<file path="config.mk">
export PLATFORM = sky130hd
export DESIGN_NAME = fifo_write_driver
export DESIGN_NICKNAME = d
export VERILOG_FILES = /design/src/rtl/fifo_write_driver.sv
export SDC_FILE = /design/constraint.sdc
export NUM_CORES = 1
export LEC_CHECK = 0
export BUFFER_PORTS_ARGS = -buffer_cell sky130_fd_sc_hd__buf_2
export CAP_MARGIN = 20
export CORE_MARGIN = 5
export CORE_UTILIZATION = 50
export CTS_CLUSTER_DIAMETER = 60
export DETAILED_ROUTE_END_ITERATION = 8
export PLACE_DENSITY = 0.71
export REMOVE_ABC_BUFFERS = 1
export SKIP_LAST_GASP = 1
export SLEW_MARGIN = 20
export SYNTH_ARGS = -nofsm -noshare
export SYNTH_HDL_FRONTEND = slang
export SYNTH_SLANG_ARGS = --single-unit
</file>
<file path="constraint.sdc">
create_clock -name clk -period 8 [get_ports clk]
set_clock_uncertainty 0.05 [all_clocks]
set_input_delay 0.4 -clock clk [delete_from_list [all_inputs] [get_ports clk]]
set_output_delay 0.4 -clock clk [all_outputs]
set_load 0.02 [all_outputs]
</file>
<file path="src/rtl/fifo_write_driver.sv">
// -----------------------------------------------------------------------------
// fifo_write_driver
//
// Initiator for the write_req / left_sig FIFO interface of the arithmetic
// *_interface blocks. Words from an upstream source are buffered in a small
// circular queue. They are then written downstream, but only while the
// downstream free-slot count (left_sig_i) leaves room for every write that is
// still in flight.
//
// Handshakes:
//   upstream   : a word is taken on a rising edge where in_valid_i and
//                in_ready_o are both 1. in_ready_o depends only on registers.
//   downstream : write_req_o is a registered one-cycle strobe per word, and
//                fifo_write_data_o carries the word in that cycle. The
//                downstream accepts the word at the end of that cycle and
//                shows the effect on left_sig_i two cycles later.
//
// Ports:
//   clk, rst_n         clock (rising edge), asynchronous active-low reset
//   in_valid_i         upstream word valid
//   in_data_i          upstream word
//   in_ready_o         local queue has room (count < BUF_DEPTH)
//   left_sig_i         downstream free entries (registered downstream)
//   write_req_o        downstream write strobe, registered
//   fifo_write_data_o  downstream write data, valid while write_req_o = 1
//   busy_o             queue non-empty or a write still in flight
//   stall_sig_o        queue non-empty but no credit (FSM in WAIT)
//   sent_count_o       writes issued since reset, wraps at 2^16
//   state_o            debug view of the FSM state (0 IDLE, 1 SEND, 2 WAIT)
//
// BUF_DEPTH must be a power of two and at least 2, so the pointers wrap
// naturally. LEFT_WIDTH must be at least 2.
// -----------------------------------------------------------------------------
module fifo_write_driver #(
   parameter int DATA_WIDTH = 16,
   parameter int BUF_DEPTH  = 4,
   parameter int LEFT_WIDTH = 5
) (
   input  logic                  clk,
   input  logic                  rst_n,
   input  logic                  in_valid_i,
   input  logic [DATA_WIDTH-1:0] in_data_i,
   output logic                  in_ready_o,
   input  logic [LEFT_WIDTH-1:0] left_sig_i,
   output logic                  write_req_o,
   output logic [DATA_WIDTH-1:0] fifo_write_data_o,
   output logic                  busy_o,
   output logic                  stall_sig_o,
   output logic [15:0]           sent_count_o,
   output logic [1:0]            state_o
);

   localparam int PW = $clog2(BUF_DEPTH);

   typedef enum logic [1:0] {
      ST_IDLE = 2'd0,
      ST_SEND = 2'd1,
      ST_WAIT = 2'd2
   } state_e;

   state_e                state_q, state_d;
   logic [DATA_WIDTH-1:0] mem_q [BUF_DEPTH];
   logic [PW-1:0]         wr_ptr_q, wr_ptr_d;
   logic [PW-1:0]         rd_ptr_q, rd_ptr_d;
   logic [PW:0]           count_q, count_d;
   logic                  write_req_q, write_req_d;
   logic                  write_req_d1_q;
   logic [DATA_WIDTH-1:0] data_q, data_d;
   logic [15:0]           sent_q, sent_d;

   logic                  push;
   logic                  queue_nonempty;
   logic [1:0]            inflight;
   logic                  credit_ok;
   logic                  issue;

   assign queue_nonempty = (count_q != '0);
   assign in_ready_o     = (count_q < (PW+1)'(BUF_DEPTH));
   assign push           = in_valid_i & in_ready_o;

   // Writes in the current cycle and in the previous cycle are not yet visible
   // in left_sig_i. Issue only if a slot is left after both of them.
   assign inflight  = {1'b0, write_req_q} + {1'b0, write_req_d1_q};
   assign credit_ok = ({1'b0, left_sig_i} > (LEFT_WIDTH+1)'(inflight));
   assign issue     = queue_nonempty & credit_ok;

   // Queue bookkeeping and the registered write stage. Each issue pops the
   // head into the output register in the same edge.
   always_comb begin
      wr_ptr_d    = wr_ptr_q + PW'(push);
      rd_ptr_d    = rd_ptr_q + PW'(issue);
      count_d     = count_q + (PW+1)'(push) - (PW+1)'(issue);
      write_req_d = issue;
      data_d      = data_q;
      if (issue) begin
         data_d = mem_q[rd_ptr_q];
      end
      sent_d      = sent_q + 16'(write_req_q);
   end

   // FSM next state. SEND means a write is being issued for the next cycle.
   // WAIT means words are queued but credit is short.
   always_comb begin
      state_d = state_q;
      case (state_q)
         ST_IDLE: begin
            if (queue_nonempty) begin
               state_d = issue ? ST_SEND : ST_WAIT;
            end
         end
         ST_SEND: begin
            if (issue) begin
               state_d = ST_SEND;
            end else if (queue_nonempty) begin
               state_d = ST_WAIT;
            end else begin
               state_d = ST_IDLE;
            end
         end
         ST_WAIT: begin
            // Count only drops on an issue, so WAIT always has queued words.
            if (issue) begin
               state_d = ST_SEND;
            end
         end
         default: state_d = ST_IDLE;
      endcase
   end

   always_ff @(posedge clk or negedge rst_n) begin
      if (!rst_n) begin
         state_q        <= ST_IDLE;
         wr_ptr_q       <= '0;
         rd_ptr_q       <= '0;
         count_q        <= '0;
         write_req_q    <= 1'b0;
         write_req_d1_q <= 1'b0;
         data_q         <= '0;
         sent_q         <= '0;
      end else begin
         state_q        <= state_d;
         wr_ptr_q       <= wr_ptr_d;
         rd_ptr_q       <= rd_ptr_d;
         count_q        <= count_d;
         write_req_q    <= write_req_d;
         write_req_d1_q <= write_req_q;
         data_q         <= data_d;
         sent_q         <= sent_d;
      end
   end

   // Storage needs no reset. Only entries between the pointers are ever read.
   always_ff @(posedge clk) begin
      if (push) begin
         mem_q[wr_ptr_q] <= in_data_i;
      end
   end

   assign write_req_o       = write_req_q;
   assign fifo_write_data_o = data_q;
   assign busy_o            = queue_nonempty | write_req_q | write_req_d1_q;
   assign stall_sig_o       = (state_q == ST_WAIT);
   assign sent_count_o      = sent_q;
   assign state_o           = state_q;

endmodule
</file>
======== Word level (Yosys, flattened, before mapping) ========
Memory sizes are Yosys's and may differ from the RTL's. A register that Yosys moved wholly into a read port is not among the register bits.
Cells that the tools add are included.
word-level totals
  bits in registers ....................... 27
  bits in writable memories ............... 64
  input port bits ......................... 24
  word-level logic and storage cells ...... 36
  memories ................................ 1
memories
  name   depth  width  rd ports  clocked after memory_dff  write ports  line  RTL
  mem_q  4      16     1         1                         1            62    logic [DATA_WIDTH-1:0] mem_q [BUF_DEPTH];
cells by class
  add/sub/neg operators ................... 6
  order comparisons ....................... 2
  equal/unequal tests ..................... 4
  muxes and demuxes ....................... 8
  bitwise logic cells ..................... 4
  reduce and logical (&&, ||, !) cells .... 4
operators with widths
  operator                                                                  count
  16-bit by 1-bit adder with 16-bit output                                  1
  2-bit two-way mux                                                         5
  2-bit one-hot mux with 3 select lines                                     1
  5-bit by 2-bit > comparator with 1-bit output                             1
  2-bit by 1-bit adder with 2-bit output                                    2
  3-bit by 1-bit adder with 3-bit output                                    1
  3-bit less-than comparator (second input constant)                        1
  3-bit nonzero test                                                        1
  3-bit by 1-bit subtractor with 3-bit output                               1
  1-bit by 1-bit adder with 2-bit output                                    1
  1-bit AND                                                                 2
  2-bit by 1-bit equality test with 1-bit output (second input constant)    1
  2-bit equality test (second input constant)                               1
  2-bit logical NOT                                                         1
  1-bit two-way mux                                                         2
  2-bit by 1-bit inequality test with 1-bit output (second input constant)  1
  2-bit inequality test (second input constant)                             1
  1-bit bitwise OR                                                          2
  2-bit AND reduction                                                       1
  1-bit logical NOT                                                         1

======== Logic depth before layout (Yosys ltp) ========
Gate-level depths: netlist of the first run.
  word-level depth ........................ 6
  depth in mapped cells ................... 12
  mapped depth without buffers ............ 11

======== Least setup slack after synthesis of the first run ========
OpenSTA, ideal clock, no wires.
  path kind ............................... flip-flop to flip-flop
  start ................................... register write_req_q, in the netlist write_req_o
  end ..................................... register count_q[2]
  arrival ................................. 2.553 ns
  required time ........................... 7.827 ns
  slack ................................... 5.274 ns
  stages on the path, launching flop included .. 12
  path buffers ............................ 1
  cell sequence ........................... dfrtp_1 -> ha_1 -> ha_1 -> nand2_1 -> o21ai_1 -> a21oi_1 -> buf_6 -> xnor2_1 -> ha_1 -> fa_1 -> xnor2_1 -> xnor2_1
between the ends
  word-level cells in the longest chain between the ends .. 4
RTL lines
  element                                        line  RTL
  start, declared                                66    logic write_req_q, write_req_d;
  start signal, assigned                         145   write_req_q <= write_req_d;
  1-bit by 1-bit adder with 2-bit output         83    assign inflight = {1'b0, write_req_q} + {1'b0, write_req_d1_q};
  5-bit by 2-bit > comparator with 1-bit output  84    assign credit_ok = ({1'b0, left_sig_i} > (LEFT_WIDTH+1)'(inflight));
  1-bit AND                                      85    assign issue = queue_nonempty & credit_ok;
  named net issue                                75    logic issue;
  3-bit by 1-bit subtractor with 3-bit output    92    count_d = count_q + (PW+1)'(push) - (PW+1)'(issue);
  named net count_d[2]                           65    logic [PW:0] count_q, count_d;
  end signal, assigned                           144   count_q <= count_d;
  end, declared                                  65
The timed path passes the listed nets, and every way through them passes these cells.
A chain may end at the register's enable or synchronous reset.

======== Worst setup path after layout of the first run ========
  start ................................... register write_req_q, in the netlist write_req_o
  end ..................................... register count_q[2]
between the ends
  word-level cells in the longest chain between the ends .. 4
RTL lines
  element                                        line
  1-bit by 1-bit adder with 2-bit output         83
  5-bit by 2-bit > comparator with 1-bit output  84
  1-bit AND                                      85
  3-bit by 1-bit subtractor with 3-bit output    92
  named net count_d[2]                           65
The timed path passes the listed nets, and every way through them passes these cells.

==> reports/summary.log, run 1 <==
[place] placer's final routability congestion estimate 0.749
[cts] clock tree from TritonCTS done
[die] initial core utilization 0.511
[yosys] post-synthesis instance total 220
[global_route] pin count of the biggest net entering global routing 44
[timing] Min Clock Period, post-route 2730 ps
[power_and_ir_drop] post-layout total power 1.72 mW
[place] placed wire-length estimate 4520 um
[route] Initial DRC Count 40
[setup_path] class of the most critical setup path reg -> reg
[route] DRT Wirelength 6800 um
[cts] clock insertion delay at the later pin of the skew report 360 ps
[yosys] number of synthesized register bits 107
[setup_path] reg2reg end count_q[2]
[cts] number of resized instances in the post-cts repair step 0
[layout] area growth from synthesis to final layout 14.8%
[route] DRC 0
[route] average routed wire per standard cell 17.0 um
[route] max layer used met4
[route] total routed wire length on the met1 layer 2860 um
[cts] clock-pin slew reported for the worst setup and hold paths after clock tree synthesis 100 ps
[yosys] prevailing post-synth register cell sky130_fd_sc_hd__edfxtp_1
[setup_path] register-to-register path setup slack 5270 ps
[place] input/output buffers 61
[setup_path] FF-to-FF path depth 11
[job] Max Cap Viol 0
[power_and_ir_drop] worst IR drop on VDD 163 uV
[setup_path] required time at the worst-slack endpoint 8230 ps
[route] Detail Route Antenna Nets 0
[power_and_ir_drop] leakage power 1.96 nW
[layout] end-of-flow core utilization 0.586
[setup_path] endpoint type of the worst setup path flip-flop
[timing] transition time at the pin with the least slew margin 998 ps
[route] routed wl met2 3440 um
[yosys] top post-synthesis cells by count sky130_fd_sc_hd__edfxtp_1, sky130_fd_sc_hd__dfrtp_1, sky130_fd_sc_hd__xnor2_1
[timing] final cycle utilization of the critical path 0.341
[yosys] average cell area after synthesis 19.1 um2
[timing] endpoints failing setup 0
[yosys] number of distinct standard cells referenced by the synthesized netlist 29
[yosys] leading area contributor after synthesis sky130_fd_sc_hd__edfxtp_1
[global_route] initial antenna violation count 0
[global_route] global-route wire length before repair 10900 um
[cts] maximum count of clock buffers along a single path 2
[yosys] warnings from Yosys 0
[run_status] outcome complete, no violations
[die] Total Die Area 10300 um2
[setup_path] arrival time at the worst endpoint 2960 ps
[setup_path] beginning of the worst register-to-register path write_req_o
[yosys] share of the yosys chip area belonging to registers 0.715
[die] Boundary Pins 62
[timing] fmax 366 MHz
[route] routed wl met3 419 um
[route] total number of vias 2086
[timing] Max transition margin 0.335
[yosys] main area contributors after synthesis sky130_fd_sc_hd__edfxtp_1, sky130_fd_sc_hd__dfrtp_1, sky130_fd_sc_hd__mux4_2
[timing] endpoints failing hold 0
[power_and_ir_drop] Pwr per Cell Area 357 nW/um2
[die] Vert. Die Dim 102 um
[setup_path] critical-path maximum fanout 22
[cts] root buffer selected by CTS sky130_fd_sc_hd__clkbuf_8
[setup_path] kind of start point of the critical path flip-flop
[global_route] number of global-route vias before repair 2192
[layout] fraction of layout instances using a drive strength above 1 0.373
[min_path] kind of path behind the tightest hold check in -> reg
[cts] number of CTS-inserted buffers 9
[die] standard cell core area 8220 um2
[layout] n_diodes 0
[yosys] Post-synth EDFFs 64
[cts] TritonCTS Sinks 107
[yosys] fraction of registers with async set or reset after synthesis 0.402
[global_route] Total Routing Usage GR 0.141
[min_path] min-delay src in_data_i[13]
[global_route] overflow left after global routing 0
[timing] Max Transition Viols Final 0
[timing] setup repair after global routing missed its margin no
[die] x dimension of the die 102 um
[min_path] endpoint of the worst hold path mem_q[3][13]
[timing] total negative slack 0 ps
[route] first-pass iteration count of the detailed router 4
[cts] H-tree levels 3
[die] Placement Rows 33
[route] vias per cell 5.22
[min_path] number of stages on the worst hold path 1
[yosys] count leader, synth sky130_fd_sc_hd__edfxtp_1
[yosys] share of the synthesized area in the top cell type 0.458
[yosys] Netlist Area Pre-Place 4200 um2
[layout] nets 322
## placed cells by master (no fill, tap or decap), types with 2 or more instances in the layout
cell type and n:
sky130_fd_sc_hd__or3_1 2, sky130_fd_sc_hd__clkbuf_8 9, sky130_fd_sc_hd__mux2_2 7, sky130_fd_sc_hd__mux4_1 7
sky130_fd_sc_hd__buf_4 4, sky130_fd_sc_hd__buf_2 60, sky130_fd_sc_hd__nor2b_1 2, sky130_fd_sc_hd__a211oi_1 2
sky130_fd_sc_hd__nor4_2 2, sky130_fd_sc_hd__mux4_2 9, sky130_fd_sc_hd__and3_1 3, sky130_fd_sc_hd__nand2_1 7
sky130_fd_sc_hd__mux2_4 9, sky130_fd_sc_hd__nand3_1 9, sky130_fd_sc_hd__dfrtp_1 43, sky130_fd_sc_hd__ha_1 7
sky130_fd_sc_hd__nor2_1 3, sky130_fd_sc_hd__xor2_1 8, sky130_fd_sc_hd__inv_1 7, sky130_fd_sc_hd__nor3_1 3
sky130_fd_sc_hd__xnor2_1 12, sky130_fd_sc_hd__edfxtp_1 64, sky130_fd_sc_hd__clkinvlp_4 2
## state kept, by name, indices dropped and copies added, names as in the netlist
signal and count:
sent_count_o 16, wr_ptr_q 2, write_req_o 1, mem_q 64, rd_ptr_q 2, write_req_d1_q 1, state_o 2, fifo_write_data_o 16
count_q 3
## per-layer routing
layer | track usage | up-vias
met5 | 0 | -
met4 | 0.0368 | 0
met3 | 0.0510 | 8
met2 | 0.239 | 51
met1 | 0.171 | 1054
li1 | - | 973
## worst max path at each step
| stage | to | depth (start not counted) | slack (ps) | start |
|---|---|---|---|---|
| 2_1_floorplan | count_q[2] | 10 | 4310 | write_req_o |
| 3_3_place_gp | count_q[2] | 11 | 5320 | write_req_o |
| 3_5_place_dp | count_q[2] | 11 | 5240 | write_req_o |
| 4_1_cts | count_q[2] | 11 | 5220 | write_req_o |
| 5_1_grt | count_q[2] | 12 | 5050 | write_req_o |
| 6_report | count_q[2] | 11 | 5270 | write_req_o |
## report_power, final
group,switching [mW],leakage [nW],internal [mW]
clock network,0.173,0.0905,0.145
logic,0.272,0.767,0.282
registers,0.120,1.10,0.728
## cell type report
| cell class | instances | area, um2 |
|---|---|---|
| timing repair buffer | 65 | 340 |
| sequential | 107 | 3000 |
| tap | 105 | 131 |
| fill | 646 | 3400 |
| clock buffer | 10 | 128 |
| multi-input combinational | 100 | 1120 |
| inverter | 7 | 26.3 |
| clock inverter | 6 | 66.3 |
## cell families after synthesis
group	Yosys count	share of synthesized area
flip-flops	107	0.715
AND/OR/NAND/NOR	35	0.0459
multiplexers	32	0.143
XOR/XNOR	20	0.0418
buffers and inverters	13	0.0212
adder cells (fa/ha/maj)	8	0.0256
AO/OA/AOI/OAI	5	0.00775
## critical path, stage by stage, from the launching register on
cell	delay, ps
sky130_fd_sc_hd__dfrtp_1	430
sky130_fd_sc_hd__ha_1	310
sky130_fd_sc_hd__ha_1	270
sky130_fd_sc_hd__nand2_1	60
sky130_fd_sc_hd__o21ai_1	80
sky130_fd_sc_hd__a21oi_2	120
sky130_fd_sc_hd__buf_4	330
sky130_fd_sc_hd__xnor2_1	110
sky130_fd_sc_hd__ha_1	200
sky130_fd_sc_hd__fa_1	370
sky130_fd_sc_hd__xnor2_1	170
sky130_fd_sc_hd__xnor2_1	140
## timing repair
item,CTS,global route
buffers inserted,0,0
hold endpoints to repair,0,2
hold buffers,0,1
## stage by stage
step	cells	cell area [um2]	hold WS (ps)	worst slack [ps]
3_5_place_dp	383	4610	397	5240
4_1_cts	399	4800	171	5220
5_1_grt	400	4810	171	5050
2_1_floorplan	214	4130	54.4	4310
6_report	400	4810	193	5270
3_3_place_gp	383	4610	380	5320
No activity file was read; power rests on OpenSTA's default activity.
==> run 2, diff against run 1 <==
Settings changed: ABC_AREA set to 1.
Clock period 8 ns to 2.6 ns, I/O delays scaled along.
==> run 2 against run 1 <==
Net effect: cell area up 6.9%; combinational power rose to 3.6 times the previous value; sequential power rose to 2.9 times the previous value; die area up 2.8%; sequential share of layout area down 4.0 points; wire length up 17%; non-clock buffer count up 21; synthesized area up 3.2%; core utilization up 1.3 points; worst setup slack worse by 5100 ps; critical path depth unchanged; critical path type unchanged.
==> reports/summary.log, run 2 <==
[run_status] outcome complete, no violations [unchanged]
[setup_path] library cell appearing most often on the critical path sky130_fd_sc_hd__ha_1
[cts] clock insertion delay at the later pin of the skew report 360 ps [about the same]
[layout] area of all sequential standard cells 3000 um2 [unchanged]
[setup_path] class of the most critical setup path reg -> reg [unchanged]
[min_path] min-delay src left_sig_i[4] [was in_data_i[13]]
[route] average routed wire per standard cell 13.8 um [was 17.0 um]
[setup_path] register-to-register path setup slack 160 ps [was 5270 ps]
[timing] fmax 410 MHz [was 366 MHz]
[setup_path] FF-to-FF path depth 11 [unchanged]
[job] Max Cap Viol 0 [unchanged]
[layout] nets 498 [was 322]
[timing] Max transition margin 0.629 [was 0.335]
[timing] Min Clock Period, post-route 2440 ps [was 2730 ps]
[cts] H-tree levels 3 [unchanged]
[setup_path] critical path's largest stage delay 420 ps [was 430 ps]
[timing] total negative slack 0 ps [unchanged]
[place] input/output buffers 61 [unchanged]
[route] total number of vias 2865 [was 2086]
[die] x dimension of the die 103 um [was 102 um]
[setup_path] critical-path maximum fanout 5 [was 22]
[layout] area of the multi-input gates 1180 um2 [was 1120 um2]
[layout] fraction of layout instances using a drive strength above 1 0.210 [was 0.373]
[timing] endpoints failing hold 0 [unchanged]
[cts] TritonCTS Sinks 107 [unchanged]
[route] DRT Wirelength 7980 um [was 6800 um]
[global_route] number of global-route vias before repair 2789 [was 2192]
[setup_path] family with the most delay on the worst path adder cells [unchanged]
[layout] number of flip-flops under the largest register name 64 [unchanged]
[route] first-pass iteration count of the detailed router 4 [unchanged]
[layout] register containing the most flip-flops in the final layout mem_q [unchanged]
[place] placer's final routability congestion estimate 0.829 [was 0.749]
[route] DRC 0 [unchanged]
[layout] area growth from synthesis to final layout 18.9% [was 14.8%]
[timing] endpoints failing setup 0 [unchanged]
[cts] root buffer selected by CTS sky130_fd_sc_hd__clkbuf_8 [unchanged]
[global_route] global-route wire length before repair 13000 um [was 10900 um]
[yosys] Netlist Area Pre-Place 4330 um2 [was 4200 um2]
[min_path] kind of path behind the tightest hold check in -> reg [unchanged]
[yosys] warnings from Yosys 0 [unchanged]
[setup_path] arrival time at the worst endpoint 2690 ps [was 2960 ps]
[yosys] share of the synthesized area in the top cell type 0.444 [was 0.458]
[global_route] Total Routing Usage GR 0.159 [was 0.141]
[place] number of cells in the design after placement 545 [was 383]
[setup_path] Critical-path top delay cell sky130_fd_sc_hd__dfrtp_1 [unchanged]
[min_path] endpoint of the worst hold path rd_ptr_q[0] [was mem_q[3][13]]
[yosys] number of synthesized register bits 107 [unchanged]
[setup_path] required time at the worst-slack endpoint 2850 ps [was 8230 ps]
[layout] Layout fillers 705 [was 646]
[setup_path] endpoint type of the worst setup path flip-flop [unchanged]
[cts] number of CTS-inserted buffers 9 [unchanged]
[min_path] number of stages on the worst hold path 7 [was 1]
[die] Placement Rows 34 [was 33]
[yosys] count leader, synth sky130_fd_sc_hd__nand2_1 [was sky130_fd_sc_hd__edfxtp_1]
[route] Initial DRC Count 105 [was 40]
[die] initial core utilization 0.504 [was 0.511]
[setup_path] kind of start point of the critical path flip-flop [unchanged]
[layout] Cell Count, Final, Fillers Out 579 [was 400]
[timing] worst hold slack 213 ps [was 193 ps]
[layout] end-of-flow core utilization 0.599 [was 0.586]
[yosys] fraction of registers with async set or reset after synthesis 0.402 [unchanged]
[power_and_ir_drop] worst IR drop on VDD 599 uV [was 163 uV]
[yosys] share of the yosys chip area belonging to registers 0.693 [was 0.715]
[die] Total Die Area 10600 um2 [was 10300 um2]
[yosys] Post-synth EDFFs 64 [unchanged]
[cts] maximum count of clock buffers along a single path 2 [unchanged]
[timing] setup repair after global routing missed its margin no [unchanged]
[route] Detail Route Antenna Nets 0 [unchanged]
[layout] n_diodes 0 [unchanged]
[layout] most common library cell in the layout ignoring fill and taps sky130_fd_sc_hd__nand2_1 [was sky130_fd_sc_hd__edfxtp_1]
[setup_path] critical path, cell by cell ha_1, ha_1, inv_1, nand2_1, nand2_2, nand3_1, nand2_1, ha_1, fa_1, xnor2_1, xor2_1 [was ha_1, ha_1, nand2_1, o21ai_1, a21oi_2, buf_4, xnor2_1, ha_1, fa_1, xnor2_1, xnor2_1]
[yosys] prevailing post-synth register cell sky130_fd_sc_hd__edfxtp_1 [unchanged]
[global_route] initial antenna violation count 0 [unchanged]
[power_and_ir_drop] Pwr per Cell Area 1070 nW/um2 [was 357 nW/um2]
[route] vias per cell 4.95 [was 5.22]
[yosys] post-synthesis instance total 382 [was 220]
[setup_path] beginning of the worst register-to-register path write_req_o [unchanged]
[place] pre-CTS setup slack 138 ps [was 5240 ps]
[die] standard cell core area 8590 um2 [was 8220 um2]
[timing] Max Transition Viols Final 0 [unchanged]
[global_route] pin count of the biggest net entering global routing 44 [unchanged]
[yosys] main area contributors after synthesis sky130_fd_sc_hd__edfxtp_1, sky130_fd_sc_hd__dfrtp_1, sky130_fd_sc_hd__nand2_1 [was sky130_fd_sc_hd__edfxtp_1, sky130_fd_sc_hd__dfrtp_1, sky130_fd_sc_hd__mux4_2]
[power_and_ir_drop] leakage power 2.20 nW [was 1.96 nW]
[yosys] top post-synthesis cells by count sky130_fd_sc_hd__nand2_1, sky130_fd_sc_hd__edfxtp_1, sky130_fd_sc_hd__nor2_1, sky130_fd_sc_hd__dfrtp_1, sky130_fd_sc_hd__o21ai_0 [was sky130_fd_sc_hd__edfxtp_1, sky130_fd_sc_hd__dfrtp_1, sky130_fd_sc_hd__xnor2_1]
[die] Vert. Die Dim 103 um [was 102 um]
[cts] clock-pin slew reported for the worst setup and hold paths after clock tree synthesis 100 ps [about the same]
[place] placed wire-length estimate 5050 um [was 4520 um]
[timing] transition time at the pin with the least slew margin 557 ps [was 998 ps]
[cts] clock tree from TritonCTS done [unchanged]
[die] Boundary Pins 62 [unchanged]
[timing] Final Worst Setup Slack 158 ps [was 5270 ps]
[layout] leading cell types in the layout, fill and taps excluded sky130_fd_sc_hd__nand2_1, sky130_fd_sc_hd__edfxtp_1, sky130_fd_sc_hd__buf_2 [was sky130_fd_sc_hd__edfxtp_1, sky130_fd_sc_hd__buf_2, sky130_fd_sc_hd__dfrtp_1]
[timing] final cycle utilization of the critical path 0.939 [was 0.341]
[yosys] number of distinct standard cells referenced by the synthesized netlist 28 [was 29]
[yosys] average cell area after synthesis 11.3 um2 [was 19.1 um2]
[setup_path] total buffers and inverters traversed by the critical path 1 [unchanged]
[global_route] overflow left after global routing 0 [unchanged]
[setup_path] reg2reg end count_q[2] [unchanged]
[yosys] leading area contributor after synthesis sky130_fd_sc_hd__edfxtp_1 [unchanged]
## run 2: timing repair
action                     in CTS  in global routing
hold buffers                   17                  0
setup endpoints to repair       0                  1
gates resized for setup         0                  0
setup buffers                   0                  1
hold endpoints to repair      107                  0
## run 2: worst max path at each step
| stage | depth (start not counted) | from | to | slack [ps] |
|---|---|---|---|---|
| after floorplan | 12 | write_req_o | count_q[2] | 30 |
| after global placement | 11 | write_req_o | count_q[2] | 260 |
| after detailed placement | 11 | write_req_o | count_q[2] | 140 |
| after CTS | 11 | write_req_o | count_q[2] | 120 |
| after global routing | 13 | write_req_o | count_q[2] | 4 |
| final | 11 | write_req_o | count_q[2] | 160 |
## run 2: stage by stage
step	instance area [um2]	power, mW
2_1_floorplan	4250	3.80
3_3_place_gp	4760	4.43
3_5_place_dp	4760	4.51
4_1_cts	5130	5.56
5_1_grt	5140	5.91
6_report	5140	5.50
## run 2: final cells by class
type	count	area share
flip-flops and latches	107	0.583
multi-input cells	238	0.229
repair buffers	86	0.105
well taps	108	0.0263
clock buffers	9	0.0241
inverters	24	0.0175
clock inverters	7	0.0158
## run 2: cells by family after synthesis
logic type                 share of synthesized area
AOI/OAI and AO/OA                             0.0610
xor gates and xnor gates                      0.0243
adders and majority gates                     0.0249
buffers and inverters                         0.0396
DFF                                            0.693
and+or+nand+nor                                0.158
## run 2: worst register-to-register path, cell delays in order (launching register included)
cell                      delay (ps)
sky130_fd_sc_hd__dfrtp_1         420
sky130_fd_sc_hd__ha_1            300
sky130_fd_sc_hd__ha_1            270
sky130_fd_sc_hd__inv_1            30
sky130_fd_sc_hd__nand2_1          60
sky130_fd_sc_hd__nand2_2          90
sky130_fd_sc_hd__nand3_1         130
sky130_fd_sc_hd__nand2_1          70
sky130_fd_sc_hd__ha_1            190
sky130_fd_sc_hd__fa_1            390
sky130_fd_sc_hd__xnor2_1         190
sky130_fd_sc_hd__xor2_1          160
## run 2: report_power, final
part | internal [mW] | switching, mW | total (mW)
registers | 2.24 | 0.222 | 2.46
logic | 0.676 | 1.33 | 2.00
clock network | 0.463 | 0.572 | 1.03
## run 2: metal layers
| metal | global-route usage | up-vias | share of wire | wire length, um |
|---|---|---|---|---|
| met5 | 0 | - | 0 | 0 |
| met4 | 0.0388 | 0 | 0.0094 | 75 |
| met3 | 0.0399 | 8 | 0.059 | 468 |
| met2 | 0.286 | 70 | 0.50 | 4030 |
| met1 | 0.193 | 1348 | 0.43 | 3410 |
| li1 | - | 1439 | - | - |
==> run 3, diff against run 2 <==
Settings changed: CORE_UTILIZATION 50 to 35, MAX_ROUTING_LAYER set to met4, PLACE_DENSITY 0.71 to unset.
==> run 3 against run 2 <==
Net effect: register-to-register slack improved by 50 ps; count of clock-buffer cells in the layout unchanged; critical path type unchanged; core utilization decreased by 15 points; sequential power about the same; critical path depth unchanged; largest cell class unchanged; die area increased by 38%; largest power group unchanged; non-clock buffer count increased by 1; combinational power increased by 3%.
==> reports/summary.log, run 3 (synthesized netlist as in run 2, its figures left out) <==
[layout] nets 499 [was 498]
[cts] clock insertion delay at the later pin of the skew report 340 ps [was 360 ps]
[cts] number of post-CTS setup repair buffers 0 [unchanged]
[global_route] Total Routing Usage GR 0.128 [was 0.159]
[timing] total negative slack 0 ps [unchanged]
[timing] final cycle utilization of the critical path 0.920 [was 0.939]
[run_status] outcome complete, no violations [unchanged]
[route] Detail Route Antenna Nets 0 [unchanged]
[die] Total Die Area 14700 um2 [was 10600 um2]
[place] pre-CTS setup slack 186 ps [was 138 ps]
[global_route] initial antenna violation count 0 [unchanged]
[setup_path] kind of start point of the critical path flip-flop [unchanged]
[timing] endpoints failing setup 0 [unchanged]
[timing] Max Transition Viols Final 0 [unchanged]
[layout] end-of-flow core utilization 0.444 [was 0.599]
[cts] H-tree levels 3 [unchanged]
[cts] TritonCTS Sinks 107 [unchanged]
[cts] clock-pin slew reported for the worst setup and hold paths after clock tree synthesis 70 ps [was 100 ps]
[timing] transition time at the pin with the least slew margin 583 ps [was 557 ps]
[layout] n_diodes 0 [unchanged]
[layout] leading cell types in the layout, fill and taps excluded sky130_fd_sc_hd__nand2_1, sky130_fd_sc_hd__edfxtp_1, sky130_fd_sc_hd__buf_2 [unchanged]
[cts] maximum count of clock buffers along a single path 2 [unchanged]
[route] average routed wire per standard cell 13.6 um [was 13.8 um]
[timing] fmax 418 MHz [was 410 MHz]
[route] first-pass iteration count of the detailed router 4 [unchanged]
[route] DRC 0 [unchanged]
[power_and_ir_drop] leakage power 2.25 nW [was 2.20 nW]
[layout] most common library cell in the layout ignoring fill and taps sky130_fd_sc_hd__nand2_1 [unchanged]
[min_path] kind of path behind the tightest hold check in -> reg [unchanged]
[route] DRT Wirelength 8700 um [was 7980 um]
[global_route] number of global-route vias before repair 2864 [was 2789]
[place] placed wire-length estimate 5690 um [was 5050 um]
[global_route] pin count of the biggest net entering global routing 44 [unchanged]
[cts] total of hold buffers inserted after clock tree synthesis 17 [unchanged]
[global_route] overflow left after global routing 0 [unchanged]
[timing] setup repair after global routing missed its margin no [unchanged]
[setup_path] class of the most critical setup path reg -> reg [unchanged]
[timing] Min Clock Period, post-route 2390 ps [was 2440 ps]
[layout] register containing the most flip-flops in the final layout mem_q [unchanged]
[timing] Final Worst Setup Slack 208 ps [was 158 ps]
[power_and_ir_drop] worst IR drop on VDD 583 uV [was 599 uV]
[route] vias per cell 4.54 [was 4.95]
[layout] area growth from synthesis to final layout 23.7% [was 18.9%]
[global_route] global-route wire length before repair 14300 um [was 13000 um]
[route] total number of vias 2901 [was 2865]
[setup_path] endpoint type of the worst setup path flip-flop [unchanged]
[die] Vert. Die Dim 121 um [was 103 um]
[timing] Max transition margin 0.612 [was 0.629]
[layout] fraction of layout instances using a drive strength above 1 0.210 [unchanged]
[cts] root buffer selected by CTS sky130_fd_sc_hd__clkbuf_16 [was sky130_fd_sc_hd__clkbuf_8]
[place] input/output buffers 61 [unchanged]
[layout] final standard cell area without fillers 5360 um2 [was 5140 um2]
[die] x dimension of the die 121 um [was 103 um]
[place] placed cell area 4890 um2 [was 4760 um2]
[route] Initial DRC Count 137 [was 105]
[timing] endpoints failing hold 0 [unchanged]
[cts] number of resized instances in the post-cts repair step 0 [unchanged]
[setup_path] arrival time at the worst endpoint 2610 ps [was 2690 ps]
[setup_path] critical-path maximum fanout 5 [unchanged]
[die] initial core utilization 0.359 [was 0.504]
[layout] Layout fillers 1100 [was 705]
[die] Placement Rows 40 [was 34]
[setup_path] required time at the worst-slack endpoint 2810 ps [was 2850 ps]
[power_and_ir_drop] Pwr per Cell Area 1100 nW/um2 [was 1070 nW/um2]
[cts] clock tree from TritonCTS done [unchanged]
[cts] number of CTS-inserted buffers 9 [unchanged]
[place] placer's final routability congestion estimate 0.800 [was 0.829]
[layout] number of flip-flops under the largest register name 64 [unchanged]
[die] Boundary Pins 62 [unchanged]
[job] Max Cap Viol 0 [unchanged]
[die] standard cell core area 12100 um2 [was 8590 um2]
[run 3: cell types whose count changed in the layout (fill, tap and decap cells not counted), sizes merged]
| cell | before | now |
|---|---|---|
| inv | 28 | 27 |
| buf | 69 | 70 |
[run 3: metal layers]
metal	global-route usage	up-vias	routed length, um
met3	0.0322	10	409
met1	0.161	1384	3940
li1	-	1451	-
met5	-	-	0
met4	0.0399	0	119
met2	0.205	56	4220
[run 3: critical path: stages (launching register included)]
cell and delay, ps:
sky130_fd_sc_hd__dfrtp_1 380, sky130_fd_sc_hd__ha_1 300, sky130_fd_sc_hd__ha_1 270, sky130_fd_sc_hd__inv_1 30, sky130_fd_sc_hd__nand2_1 70, sky130_fd_sc_hd__nand2_2 90
sky130_fd_sc_hd__nand3_1 130, sky130_fd_sc_hd__nand2_1 70, sky130_fd_sc_hd__ha_1 190, sky130_fd_sc_hd__fa_1 380, sky130_fd_sc_hd__xnor2_1 170, sky130_fd_sc_hd__xor2_1 160
[run 3: report_power, final]
part	internal [mW]	switching [mW]	total (mW)
registers	2.24	0.216	2.46
clock network	0.752	0.596	1.35
logic	0.712	1.36	2.07
[run 3: area by class of cell]
class,instances,area (um2),area share
timing repair buffer,87,583,0.109
sequential,107,3000,0.560
tap,168,210,0.0393
inverter,24,90.1,0.0168
multi-input combinational,238,1180,0.220
clock buffer,9,225,0.0421
clock inverter,6,70.1,0.0131
[run 3: final timing paths]
kind	start	to	slack [ps]	cells past startpoint
max	write_req_o	count_q[2]	210	11
min	left_sig_i[4]	rd_ptr_q[0]	230	7
max reg2reg	write_req_o	count_q[2]	210	11
min reg2reg	rd_ptr_q[1]	rd_ptr_q[1]	420	2
max in group asynchronous	rst_n	count_q[0]	1810	2
min in group asynchronous	rst_n	sent_count_o[0]	270	2
[run 3: through the flow]
| step | instances | power, mW | hold WS (ps) |
|---|---|---|---|
| after floorplan | 369 | 3.80 | -216 |
| after global placement | 607 | 4.52 | 292 |
| after detailed placement | 607 | 4.61 | 297 |
| after CTS | 639 | 5.99 | 216 |
| after global routing | 639 | 6.32 | 278 |
| final | 639 | 5.88 | 227 |
